`src/rtl/pipe_hazard_ctrl.sv`:
```
// pipe_hazard_ctrl: front-end sequencer for the 5-stage pipeline.
// Decides PC / IF-ID advance and drives stall/flush for the ID slice:
// load-use bubbles, taken-branch squash, RET fetch hold and halt drain.
// Optional performance counters are built when PIPE_CTRL_PERF_EN is defined.
module pipe_hazard_ctrl #(
    parameter int unsigned BR_FLUSH_CYC = 2,  // 1..7
    parameter int unsigned DRAIN_CYC    = 4   // 1..15
) (
    input  logic        clk,
    input  logic        rst,
    input  logic [15:0] id_instr,
    input  logic        ex_MemRead,
    input  logic [3:0]  ex_dst,
    input  logic        br_taken,
    input  logic        ret_done,
    input  logic        hlt_req,
    output logic        pc_write,
    output logic        ID_Dwrite,
    output logic        stall,
    output logic        flush,
    output logic        halted,
    output logic [15:0] stall_cnt,
    output logic [15:0] flush_cnt
);

    typedef enum logic [2:0] {
        StRun, StLdStall, StBrFlush, StRetWait, StDrain, StHalt
    } state_e;

    // Counter holds the number of remaining cycles in BRFLUSH / DRAIN, including the current one.
    localparam logic [3:0] BrLoad    = 4'(BR_FLUSH_CYC - 1);
    localparam logic [3:0] DrainLoad = 4'(DRAIN_CYC - 1);

    state_e     state_q, state_d;
    logic [3:0] cnt_q, cnt_d;
    logic [3:0] br_rem;
    logic       halted_q;

    logic [3:0] opcode, rd, rs;
    logic [3:0] src_a, src_b;
    logic       use_a, use_b;
    logic       lu;
    logic       pc_c, idw_c, stall_c, flush_c;

    assign opcode = id_instr[15:12];
    assign rd     = id_instr[11:8];
    assign rs     = id_instr[7:4];

    // Source registers read by the instruction in ID, and the load-use check against EX.
    always_comb begin
        use_a = 1'b0;
        use_b = 1'b0;
        src_a = rs;
        src_b = id_instr[3:0];
        case (opcode)
            4'h0, 4'h1, 4'h2, 4'h3: begin
                use_a = 1'b1;
                use_b = 1'b1;
            end
            4'h4, 4'h5, 4'h6, 4'h7: use_a = 1'b1;
            4'h8: begin
                use_a = 1'b1;
                src_a = 4'd14;
            end
            4'h9: begin
                use_a = 1'b1;
                src_a = 4'd14;
                use_b = 1'b1;
                src_b = rd;
            end
            4'hA, 4'hB: begin
                use_a = 1'b1;
                src_a = rd;
            end
            4'hD, 4'hE: begin
                use_a = 1'b1;
                src_a = 4'd15;
            end
            default: ;
        endcase
        lu = ex_MemRead && (ex_dst != 4'd0) &&
             ((use_a && (ex_dst == src_a)) || (use_b && (ex_dst == src_b)));
    end

    // Next state and combinational pipeline controls.
    always_comb begin
        state_d = state_q;
        cnt_d   = cnt_q;
        pc_c    = 1'b1;
        idw_c   = 1'b1;
        stall_c = 1'b0;
        flush_c = 1'b0;
        br_rem  = br_taken ? BrLoad : (cnt_q - 4'd1);
        unique case (state_q)
            StRun: begin
                if (br_taken) begin
                    flush_c = 1'b1;
                    if (BrLoad != 4'd0) begin
                        state_d = StBrFlush;
                        cnt_d   = BrLoad;
                    end
                end else if (hlt_req) begin
                    pc_c    = 1'b0;
                    idw_c   = 1'b0;
                    stall_c = 1'b1;
                    if (DrainLoad != 4'd0) begin
                        state_d = StDrain;
                        cnt_d   = DrainLoad;
                    end else begin
                        state_d = StHalt;
                    end
                end else if (lu) begin
                    pc_c    = 1'b0;
                    idw_c   = 1'b0;
                    stall_c = 1'b1;
                    state_d = StLdStall;
                end else if (opcode == 4'hE) begin
                    state_d = StRetWait;
                end
            end
            StLdStall: state_d = StRun;
            StBrFlush: begin
                // A new taken branch restarts the full squash window.
                flush_c = 1'b1;
                cnt_d   = br_rem;
                if (br_rem == 4'd0) state_d = StRun;
            end
            StRetWait: begin
                pc_c    = ret_done;
                idw_c   = 1'b0;
                flush_c = 1'b1;
                if (ret_done) state_d = StRun;
            end
            StDrain: begin
                pc_c    = 1'b0;
                idw_c   = 1'b0;
                stall_c = 1'b1;
                cnt_d   = cnt_q - 4'd1;
                if (cnt_q == 4'd1) state_d = StHalt;
            end
            StHalt: begin
                pc_c    = 1'b0;
                idw_c   = 1'b0;
                stall_c = 1'b1;
            end
            default: state_d = StRun;
        endcase
    end

    // State, drain/flush counter and registered halted flag.
    always_ff @(posedge clk or negedge rst) begin
        if (!rst) begin
            state_q  <= StRun;
            cnt_q    <= 4'd0;
            halted_q <= 1'b0;
        end else begin
            state_q  <= state_d;
            cnt_q    <= cnt_d;
            halted_q <= (state_d == StHalt);
        end
    end

    // Reset forces the idle controls even while hazardous inputs are present.
    assign pc_write  = !rst ? 1'b1 : pc_c;
    assign ID_Dwrite = !rst ? 1'b1 : idw_c;
    assign stall     = rst & stall_c;
    assign flush     = rst & flush_c;
    assign halted    = halted_q;

`ifdef PIPE_CTRL_PERF_EN
    logic [15:0] stall_cnt_q, flush_cnt_q;

    // Saturating stall / flush cycle counters.
    always_ff @(posedge clk or negedge rst) begin
        if (!rst) begin
            stall_cnt_q <= 16'h0000;
            flush_cnt_q <= 16'h0000;
        end else begin
            if (stall && (stall_cnt_q != 16'hFFFF)) stall_cnt_q <= stall_cnt_q + 16'd1;
            if (flush && (flush_cnt_q != 16'hFFFF)) flush_cnt_q <= flush_cnt_q + 16'd1;
        end
    end

    assign stall_cnt = stall_cnt_q;
    assign flush_cnt = flush_cnt_q;
`else
    assign stall_cnt = 16'h0000;
    assign flush_cnt = 16'h0000;
`endif

endmodule
```
`config.mk`:
```
export PLATFORM = sky130hd
export DESIGN_NAME = pipe_hazard_ctrl
export DESIGN_NICKNAME = d
export VERILOG_FILES = /design/src/rtl/pipe_hazard_ctrl.sv
export SDC_FILE = /design/constraint.sdc
export NUM_CORES = 1
export LEC_CHECK = 0
export ABC_AREA = 1
export BUFFER_PORTS_ARGS = -buffer_cell sky130_fd_sc_hd__buf_2
export CAP_MARGIN = 20
export CORE_MARGIN = 10
export CORE_UTILIZATION = 41
export CTS_CLUSTER_DIAMETER = 150
export DETAILED_ROUTE_END_ITERATION = 6
export PLACE_DENSITY_LB_ADDON = 0.3
export SETUP_SLACK_MARGIN = 0.05
export SLEW_MARGIN = 20
export SYNTH_ARGS = -nofsm -noshare
export SYNTH_HDL_FRONTEND = slang
export SYNTH_SLANG_ARGS = --single-unit
```
`constraint.sdc`:
```
create_clock -name clk -period 1.4 [get_ports clk]
set_input_delay 0.14 -clock clk [delete_from_list [all_inputs] [get_ports clk]]
set_output_delay 0.14 -clock clk [all_outputs]
set_load 0.1 [all_outputs]
```
# Yosys cells after proc, flatten, opt, wreduce, memory -nomap -nowiden
# Cells that the tools add are included.
# totals
input_bits,26
out_inout_bits,37
elab_cells,76
regBits,8
# classes
eq_ne,22
n_reduce_logical,19
n_bitwise,2
addsub,1
muxes,29
# op_table
op,count
4-bit equality test (second input constant),6
4-bit one-hot mux with 3 select lines,2
3-bit two-way mux,7
4-bit by 3-bit equality test with 1-bit output (second input constant),4
4-bit two-way mux,4
3-bit one-hot mux with 5 select lines,1
14-bit OR reduction,1
1-bit two-way mux,11
2-bit OR reduction,5
3-bit equality test (second input constant),3
4-bit by 1-bit equality test with 1-bit output (second input constant),2
4-bit by 2-bit equality test with 1-bit output (second input constant),2
4-bit equality test,2
4-bit zero test,2
3-bit by 2-bit equality test with 1-bit output (second input constant),2
1-bit one-hot mux with 2 select lines,3
5-bit OR reduction,1
1-bit logical AND,4
4-bit nonzero test,1
4-bit by 1-bit subtractor with 4-bit output (second input constant),1
3-bit zero test,1
3-bit != test (second input constant),1
1-bit one-hot mux with 3 select lines,1
3-bit nonzero test,1
4 further kinds,5

# Logic depth before layout (Yosys ltp)
# Gate-level depths: netlist (run 1).
# logic_depth
word_depth,12
depth_mapped,15
mapped_depth_nobuf,15

# Least setup slack after synthesis (run 1)
# Ideal clock, no wire load.
# synth_path
path_kind,register to output
startpoint,register state_q[1]
endpoint,output flush
stages_incl_launch_ff,6
path_buffers,0
setup_slack_ns,-0.996
arrival_ns,2.256
required_ns,1.260
path_cell_list,dfrtp_1 -> nor2_1 -> inv_1 -> nor2_4 -> nand2_1 -> a21oi_1
# synth_between
elab_chain_len,4
word_cells_on_any_way,6
cone_classes,eq/ne: 2; mux: 1; bitwise: 1; reduce/logical: 2
# synth_lines
item,line_no,source
start: declaration,34,"state_e state_q, state_d;"
start signal: assignment,153,state_q <= StRun;
start signal: assignment,157,state_q <= state_d;
3-bit by 2-bit equality test with 1-bit output,94,unique case (state_q)
2-bit OR reduction (no source line),-,
1-bit one-hot mux with 2 select lines *,94,
1-bit AND *,167,assign flush = rst & flush_c;
end: declaration,20,"output logic flush,"
# Mark *: on every way between the ends. The rest lies on a longest branch, timed or not.

# Worst setup path in the final report (run 1)
# layout_path
startpoint,register state_q[1]
endpoint,output stall
# layout_between
elab_chain_len,4
word_cells_on_any_way,6
cone_classes,eq/ne: 2; mux: 1; bitwise: 1; reduce/logical: 2
# layout_lines
item,line_no,source
3-bit equality test,94,
2-bit OR reduction (no source line),-,
1-bit one-hot mux with 2 select lines *,94,
1-bit AND *,166,assign stall = rst & stall_c;
end: declaration,19,"output logic stall,"
# Marks and branches as above.

==> metrics, run 1 <==
status complete, but fails checks; register area share after synthesis 16.2%; clk_skew around 0.00076 ns; Pleak just over 1 nW; Nets about 290; largest family of logic cells by synthesized area simple AND/OR/NAND/NOR gates; via count approximately 1,300; VDD IR max between 1 and 1.5 mV; failing checks negative setup slack; yosys warns 0; Layout area overhead 43.2%; TNS Setup -1.27 ns; CP max stage cell dfrtp_1; Worst Path Max Fanout 4; register bit total from synthesis 8; Clock Path Buffers 2; grt total ovfl 0; RSZ-0062 raised after global routing yes; Syn Area/Cell around 6 sq um; post-synthesis adder-cell area fraction 2.02%; worst path bufs/invs 3; layout cells sized above 1 slightly above 40%; crit path cell chain nor2_2 -> inv_2 -> nor2_4 -> buf_6 -> nand3_2 -> a21oi_4 -> buf_12; GR Util All Layers between 10 and 15%; Num CTS Buffers 3; Die Span X roughly 75 um; Starting Density a little over two fifths; Routed WL 3.31 mm; I/O pin total 63; num rows 19; data required time of the worst path between 1 and 1.5 ns; WP data arrival 1.59 ns; final hold slack approximately 0.21 ns; cell count after placement 284; final setup violating endpoints 8; Final min period between 1.5 and 2 ns; Max Cap Viol 0; HPWL Detailed roughly 2.7 mm; Synth Area in XOR/XNOR under 10%; DR pass1 iterations 4; mux share of post-synthesis cell area 0%; Chip Height 74.9 um; largest net degree at the start of global routing 9; Final Max Tran Viols 0; full die area ~0.0056 sq mm; number of failing hold endpoints at the final stage 0; total chip power approximately 3.3 mW; cell area after layout about 0.0018 sq mm; total clock sinks 8; Compound-Gate Fraction of Synth Area roughly 6.8%; CTS tree built; Syn Inst Count between 200 and 250; drt drc 0; Syn Std Cell Area about 0.0012 sq mm; Clock transition at path regs 0.06 ns; simple-gate share of the synthesized area roughly 44%; critical path startpoint category register; fin crit share 124%; CP endpoint kind output port; slowest cell delay on critical path ~0.42 ns; # diodes 0; Post-Place Cell Area approximately 0.0016 sq mm; Crit Path Category register to output port; first-pass GRT wire length 5.13 mm; power per cell area roughly 1900 mW/mm^2; FMAX 0.577 GHz; CTS Root Cell clkbuf_4; CP top delay family flip-flops; Vias/cell 4.46; 1st-iter DRT viols 57; Distinct cells, synth 26; worst min-delay path class input port to register; Core Box Area around 0.0028 sq mm; count of input and output buffers 30; Post-Layout Cell Count roughly 290; vias in the first global route roughly 1,200; clk_lat worst skew around 0.26 ns; Final ANT Viol Nets 0; initial antenna violation count 0; drt wl/cell between 10 and 15 um; RePlAce Congestion between 0.8 and 0.9; worst setup margin -0.333 ns; H-tree depth 1
registers in the layout, summed over array words and instances (netlist names):
name	count
cnt_q	4
state_q	3
halted	1
final cells by class:
type / count / area, sq um
Clock buffer: 3 / 22.5
Fill cell: 264 / 1060
Inverter: 32 / 135
Multi-Input combinational cell: 164 / 942
Sequential cell: 8 / 200
Tap cell: 31 / 38.8
Timing Repair Buffer: 54 / 433
layer usage:
layer	up-vias	GRT usage (%)	wire length, um
li1	687	-	-
met1	565	13.5	1370
met2	46	19.2	1540
met3	4	2.76	357
met4	0	3.78	42
met5	-	0	0
synth_stat cells:
master | instances | area, sq um
nand2_4 | 3 | 33.8
dfrtp_1 | 8 | 200
nor2_4 | 2 | 22.5
nand3b_1 | 1 | 7.51
a21oi_2 | 1 | 8.76
xnor2_1 | 1 | 8.76
nand2_2 | 10 | 62.6
conb_1 | 1 | 3.75
inv_1 | 28 | 105
nand4_1 | 1 | 6.26
nand2_1 | 48 | 180
ha_1 | 2 | 25.0
nor3_1 | 2 | 10.0
inv_2 | 4 | 15.0
xor2_1 | 1 | 8.76
buf_4 | 32 | 240
a22oi_1 | 2 | 15.0
o21a_1 | 1 | 7.51
o21ai_1 | 4 | 20.0
o21ai_0 | 2 | 10.0
o22ai_1 | 2 | 12.5
nor2_8 | 1 | 20.0
nand3_2 | 1 | 10.0
nand3_1 | 23 | 115
nor2_1 | 21 | 78.8
a21oi_1 | 2 | 10.0
kinds of logic (layout without fill, tap and decap cells):
group,count (synthesis),in the layout
AO/OA/AOI/OAI,14,14
other,1,32
buffers and inverters,64,89
flip-flops,8,8
adder cells (fa/ha/maj),2,2
XOR/XNOR,2,2
AND/OR/NAND/NOR,113,114
worst register-to-register path: cells and delay by family, from the launching register on:
family                 cells  cell delay [ns]
DFF                        1             0.42
buffers and inverters      5             0.42
and+or+nand+nor            3             0.35
AOI/OAI and AO/OA          2             0.14
what timing repair did:
action                     in CTS  in global routing
hold endpoints to repair        8                  0
buffers inserted                2                  1
pin swaps                      15                  9
setup endpoints to repair       8                 11
hold buffers                    1                  0
gates resized for setup        20                 18
gates cloned                    1                  0
final timing paths:
kind,from,to,slack (ns),depth (start not counted)
min in group asynchronous,rst,state_q[0],0.33,3
worst max register to register,state_q[1],cnt_q[0],-0.05,10
worst min register to register,cnt_q[3],cnt_q[3],0.54,2
max in group asynchronous,rst,cnt_q[1],0.94,3
worst min-delay path,hlt_req,state_q[0],0.21,4
worst max-delay path,state_q[1],stall,-0.33,7
cells in the final DEF (no fill, tap or decap), drive strengths merged:
master / synthesis / routed
buf: 32 / 53
nand4: 1 / 1
a21oi: 3 / 3
nand3b: 1 / 1
o22ai: 2 / 2
ha: 2 / 2
dlygate4sd3: 0 / 1
nor3: 2 / 2
inv: 32 / 32
conb: 1 / 32
a22oi: 2 / 2
xor2: 1 / 1
o21a: 1 / 1
dfrtp: 8 / 8
o21ai: 6 / 6
xnor2: 1 / 1
clkbuf: 0 / 3
nand3: 24 / 24
nor2: 24 / 25
nand2: 61 / 61
through the flow:
step	utilization [%]	setup WS [ns]
6_report	62.6	-0.333
5_1_grt	62.6	-0.430
4_1_cts	60.0	-0.304
3_5_place_dp	55.9	-0.430
3_3_place_gp	55.9	-0.423
2_1_floorplan	-	-0.281
report_power, final:
| group | internal, mW | switching, mW |
|---|---|---|
| clock | 0.0986 | 0.0853 |
| sequential | 0.323 | 0.0635 |
| combinational | 1.04 | 1.73 |
Note: power is estimated with default switching activity, not from simulation.
==> run 2: changes to the inputs <==
Settings changed: REMOVE_ABC_BUFFERS set to 1.
==> metrics, run 2 (synthesis gave the netlist of run 1 again) <==
Num CTS Buffers 3; CTS Root Cell clkbuf_4; power per cell area roughly 1800 mW/mm^2; Worst Path Max Fanout 5; status complete, but fails checks; slowest cell delay on critical path ~0.19 ns; RePlAce Congestion a little under 0.9; 1st-iter DRT viols 65; grt total ovfl 0; vias in the first global route 1,207; Nets about 290; Core Box Area about 0.0028 sq mm; Final Max Tran Viols 0; Worst Hold Launch hlt_req; initial antenna violation count 0; GR Util All Layers between 10% and 20%; fin crit share 123%; clk_lat worst skew about 0.25 ns; total chip power 3.14 mW; data required time of the worst path between 1 and 1.5 ns; Starting Density between 40 and 50%; drt drc 0; HPWL Detailed ~2.7 mm; H-tree depth 1; CTS tree built; DR pass1 iterations 4; Pleak between 1 and 1.5 nW; I/O pin total 63; critical path startpoint category input port; RSZ-0062 raised after global routing yes; FMAX 0.580 GHz; CP top delay family simple AND/OR/NAND/NOR gates; worst path bufs/invs 4; worst setup margin -0.325 ns; largest reg by FF count cnt_q; most common cell after layout, fill and taps aside nand2_1; Clock Path Buffers 2; Chip Height approximately 75 um; Max Cap Viol 0; # diodes 0; crit path cell chain buf_8 -> inv_6 -> nor2_8 -> nand2_4 -> nand2_2 -> buf_4 -> nand3_1 -> nand3_2 -> nor2_1 -> nand2_1 -> nand2_1 -> nand2_2 -> nand2_2 -> nand3_2 -> a21oi_4 -> buf_12; number of failing hold endpoints at the final stage 0; count of input and output buffers 30; Final min period ~1.7 ns; WP data arrival around 1.6 ns; Routed WL ~3.6 mm; Clock transition at path regs roughly 0.05 ns; failing checks negative setup slack; VDD IR max about 1.4 mV; Setup WS pre-CTS -0.366 ns; num rows 19; Crit Path Category input port to output port; leading cell types in the layout, fill and taps excluded nand2_1, conb_1, buf_4, inv_1, buf_2; Vias/cell approximately 4.6; full die area approximately 0.0056 sq mm; worst min-delay path class input port to register; first-pass GRT wire length around 5.0 mm; drt wl/cell 12.1 um; Die Span X about 75 um; Final ANT Viol Nets 0; Largest register FFs 4; layout cells sized above 1 roughly 40%; R2R Path Start state_q[1]; crit path from id_instr[15]; TNS Setup -1.15 ns; clk_skew about 0.0011 ns; CP max stage cell buf_12; final setup violating endpoints 4; Crit path top cell by count nand2_2; via count ~1,400; CP endpoint kind output port; total clock sinks 8; largest net degree at the start of global routing 9; Layout area overhead 42.9%
## run 2: cell type report
cell class	instances	area (sq um)
tap	31	38.8
inverter	32	130
multi-input combinational	164	921
timing repair buffer	57	455
fill	261	1060
sequential	8	200
clock buffer	3	22.5
## run 2: layer usage
| layer | routed length, um | up-vias | GRT usage, % |
|---|---|---|---|
| met1 | 1600 | 603 | 13.7 |
| met2 | 1630 | 57 | 18.5 |
| met3 | 333 | 2 | 4.20 |
| li1 | - | 691 | - |
| met4 | 4 | 0 | 1.89 |
| met5 | 0 | - | 0 |
## run 2: worst paths after layout
check	cells past startpoint	end	slack, ns
worst min-delay path	4	state_q[0]	0.20
max in group asynchronous	3	cnt_q[0]	0.93
min in group asynchronous	3	halted	0.35
worst max register to register	9	cnt_q[0]	0.08
worst max-delay path	16	stall	-0.33
worst min register to register	2	cnt_q[3]	0.54
## run 2: tightest hold or removal path, stage by stage
cell and delay [ns]:
buf_2 0.07, inv_1 0.07, nand3_1 0.09, nand2_1 0.05
## run 2: metrics by stage
step | utilization (%) | hold WS (ns) | instance area (sq um) | instances
final | 62.5 | 0.204 | 1770 | 295
after CTS | 57.1 | 0.207 | 1610 | 290
after floorplan | - | -0.156 | 1110 | 203
after detailed placement | 53.2 | 0.0664 | 1510 | 283
after global routing | 62.5 | 0.228 | 1770 | 295
after global placement | 53.2 | 0.0625 | 1510 | 283
## run 2: repair_timing
| item | CTS | global route |
|---|---|---|
| hold buffers | 1 | 0 |
| resized for setup | 17 | 30 |
| setup endpoints to repair | 7 | 11 |
| buffers inserted | 2 | 5 |
| pin swaps | 13 | 19 |
| hold endpoints to repair | 8 | 0 |
| cloned | 1 | 0 |
## run 2: power by group
group | switching, mW | total (mW) | internal (mW)
clock | 0.0768 | 0.175 | 0.0980
combinational | 1.67 | 2.60 | 0.925
sequential | 0.0463 | 0.369 | 0.323
total | 1.79 | 3.14 | 1.35
==> run 3: changes to the inputs <==
Settings changed: BUFFER_PORTS_ARGS -buffer_cell sky130_fd_sc_hd__buf_2 to -buffer_cell sky130_fd_sc_hd__buf_4, CORE_ASPECT_RATIO set to 1.25.
==> metrics, run 3 (synthesis gave the netlist of run 1 again) <==
largest net degree at the start of global routing 9; initial antenna violation count 0; Vias/cell ~4.5; Die Span X between 60 and 70 um; grt total ovfl 0; power per cell area about 1800 mW/mm^2; drt wl/cell between 10 and 15 um; most common cell after layout, fill and taps aside buf_4; CTS Root Cell clkbuf_4; first-pass GRT wire length roughly 5.6 mm; CP top delay family simple AND/OR/NAND/NOR gates; I/O pin total 63; slowest cell delay on critical path 0.19 ns; status complete, but fails checks; FMAX ~0.6 GHz; Post-Place Cell Area ~0.0015 sq mm; Worst Path Max Fanout 5; RePlAce Congestion 0.824; final hold slack approximately 0.2 ns; clk_skew approximately 0.0022 ns; NetSw 1.74 mW; clk_lat worst skew 0.25 ns; final setup violating endpoints 8; Num CTS Buffers 3; Final min period ~1.7 ns; CTS tree built; CP endpoint kind output port; fin util between 50% and 60%; Layout area overhead 41.3%; Clock Path Buffers 2; CP max stage cell buf_12; Clk pwr share around 5.7%; HPWL Detailed 2.72 mm; Routed WL 3.51 mm; total clock sinks 8; Setup WS pre-CTS -0.419 ns; Crit path top cell by count nand2_1; Pleak about 1 nW; Starting Density between 40% and 50%; Chip Height roughly 81 um; Largest register FFs 4; count of input and output buffers 30; failing checks negative setup slack; drt drc 0; num rows 22; via count around 1,300; Comb pwr share 82.0%; Final ANT Viol Nets 0; worst path bufs/invs 3; data required time of the worst path between 1 and 1.5 ns; # diodes 0; full die area about 0.0056 sq mm; Nets 290; total chip power ~3.1 mW; RSZ-0062 raised after global routing yes; number of failing hold endpoints at the final stage 0; largest reg by FF count cnt_q; layout cells sized above 1 roughly two fifths; Core Box Area roughly 0.0029 sq mm; Crit Path Category input port to output port; leading cell types in the layout, fill and taps excluded buf_4, nand2_1, conb_1, inv_1, nand3_1; worst setup margin -0.294 ns; worst min-delay path class input port to register; cell area after layout between 0.0015 and 0.002 sq mm; crit path cell chain buf_4 -> inv_2 -> nor2_4 -> nand2_4 -> nand2_2 -> nand2_1 -> nand2_1 -> nand3_1 -> nor2_1 -> nand2_1 -> nand2_1 -> nand2_2 -> nand2_2 -> nand3_2 -> a21oi_2 -> buf_12; VDD IR max between 1 and 1.5 mV; DR pass1 iterations 4; Clock transition at path regs about 0.050 ns; Final Max Tran Viols 0; H-tree depth 1; sequential share of power 12.3%; internal cell power 1.38 mW; critical path startpoint category input port; sw frac a little under three fifths; 1st-iter DRT viols 51; WP data arrival 1.55 ns; fin crit share 121%; GR Util All Layers between 10% and 20%; vias in the first global route approximately 1,400; Max Cap Viol 0
## run 3: layer usage
layer	track usage [%]	vias to the layer above	routed length, um
met1	11.0	584	1290
li1	-	690	-
met2	22.7	43	1890
met3	3.50	7	264
met5	0	-	0
met4	5.85	0	58
## run 3: final timing paths
path,from,endpoint,slack (ns),depth (start not counted)
worst max-delay path,id_instr[12],stall,-0.29,16
worst min-delay path,ret_done,state_q[1],0.20,4
worst max register to register,state_q[1],cnt_q[0],-0.17,10
worst min register to register,cnt_q[3],cnt_q[3],0.58,2
max in group asynchronous,rst,state_q[2],0.77,2
min in group asynchronous,rst,halted,0.33,2
## run 3: area by class of cell
cell class / count / area (sq um)
well taps: 36 / 45.0
inverters: 32 / 133
multi-input cells: 164 / 868
repair buffers: 53 / 478
clock buffers: 3 / 22.5
fillers: 290 / 1170
flip-flops and latches: 8 / 201
## run 3: power by group through the flow
stage	registers, mW	clock network [mW]	logic [mW]
2_1_floorplan	0.435	0	1.45
3_3_place_gp	0.370	0	2.12
3_5_place_dp	0.372	0	2.12
4_1_cts	0.374	0.185	2.38
5_1_grt	0.394	0.195	2.77
6_report	0.385	0.177	2.56
## run 3: worst reg2reg max path: stages, from the launching register on
cell and delay, ns:
dfrtp_1 0.38, nor2_2 0.16, inv_2 0.07, nor2_4 0.14, buf_4 0.14, inv_1 0.04, nor2_1 0.12, a22oi_1 0.08
buf_4 0.16, o22ai_1 0.12, inv_1 0.05
## run 3: metrics by stage
step,TNS [ns],cells
after floorplan,-2.56,203
after global placement,-1.33,284
after detailed placement,-1.41,284
after CTS,-1.49,294
after global routing,-2.70,296
final,-1.45,296
## run 3: repair_timing
item | CTS | global route
endpoints found under the setup margin | 8 | 11
hold endpoints to repair | 8 | 0
hold buffers | 1 | 0
buffers inserted | 5 | 3
pin swaps | 11 | 18
cloned | 1 | 0
gates resized for setup | 27 | 20
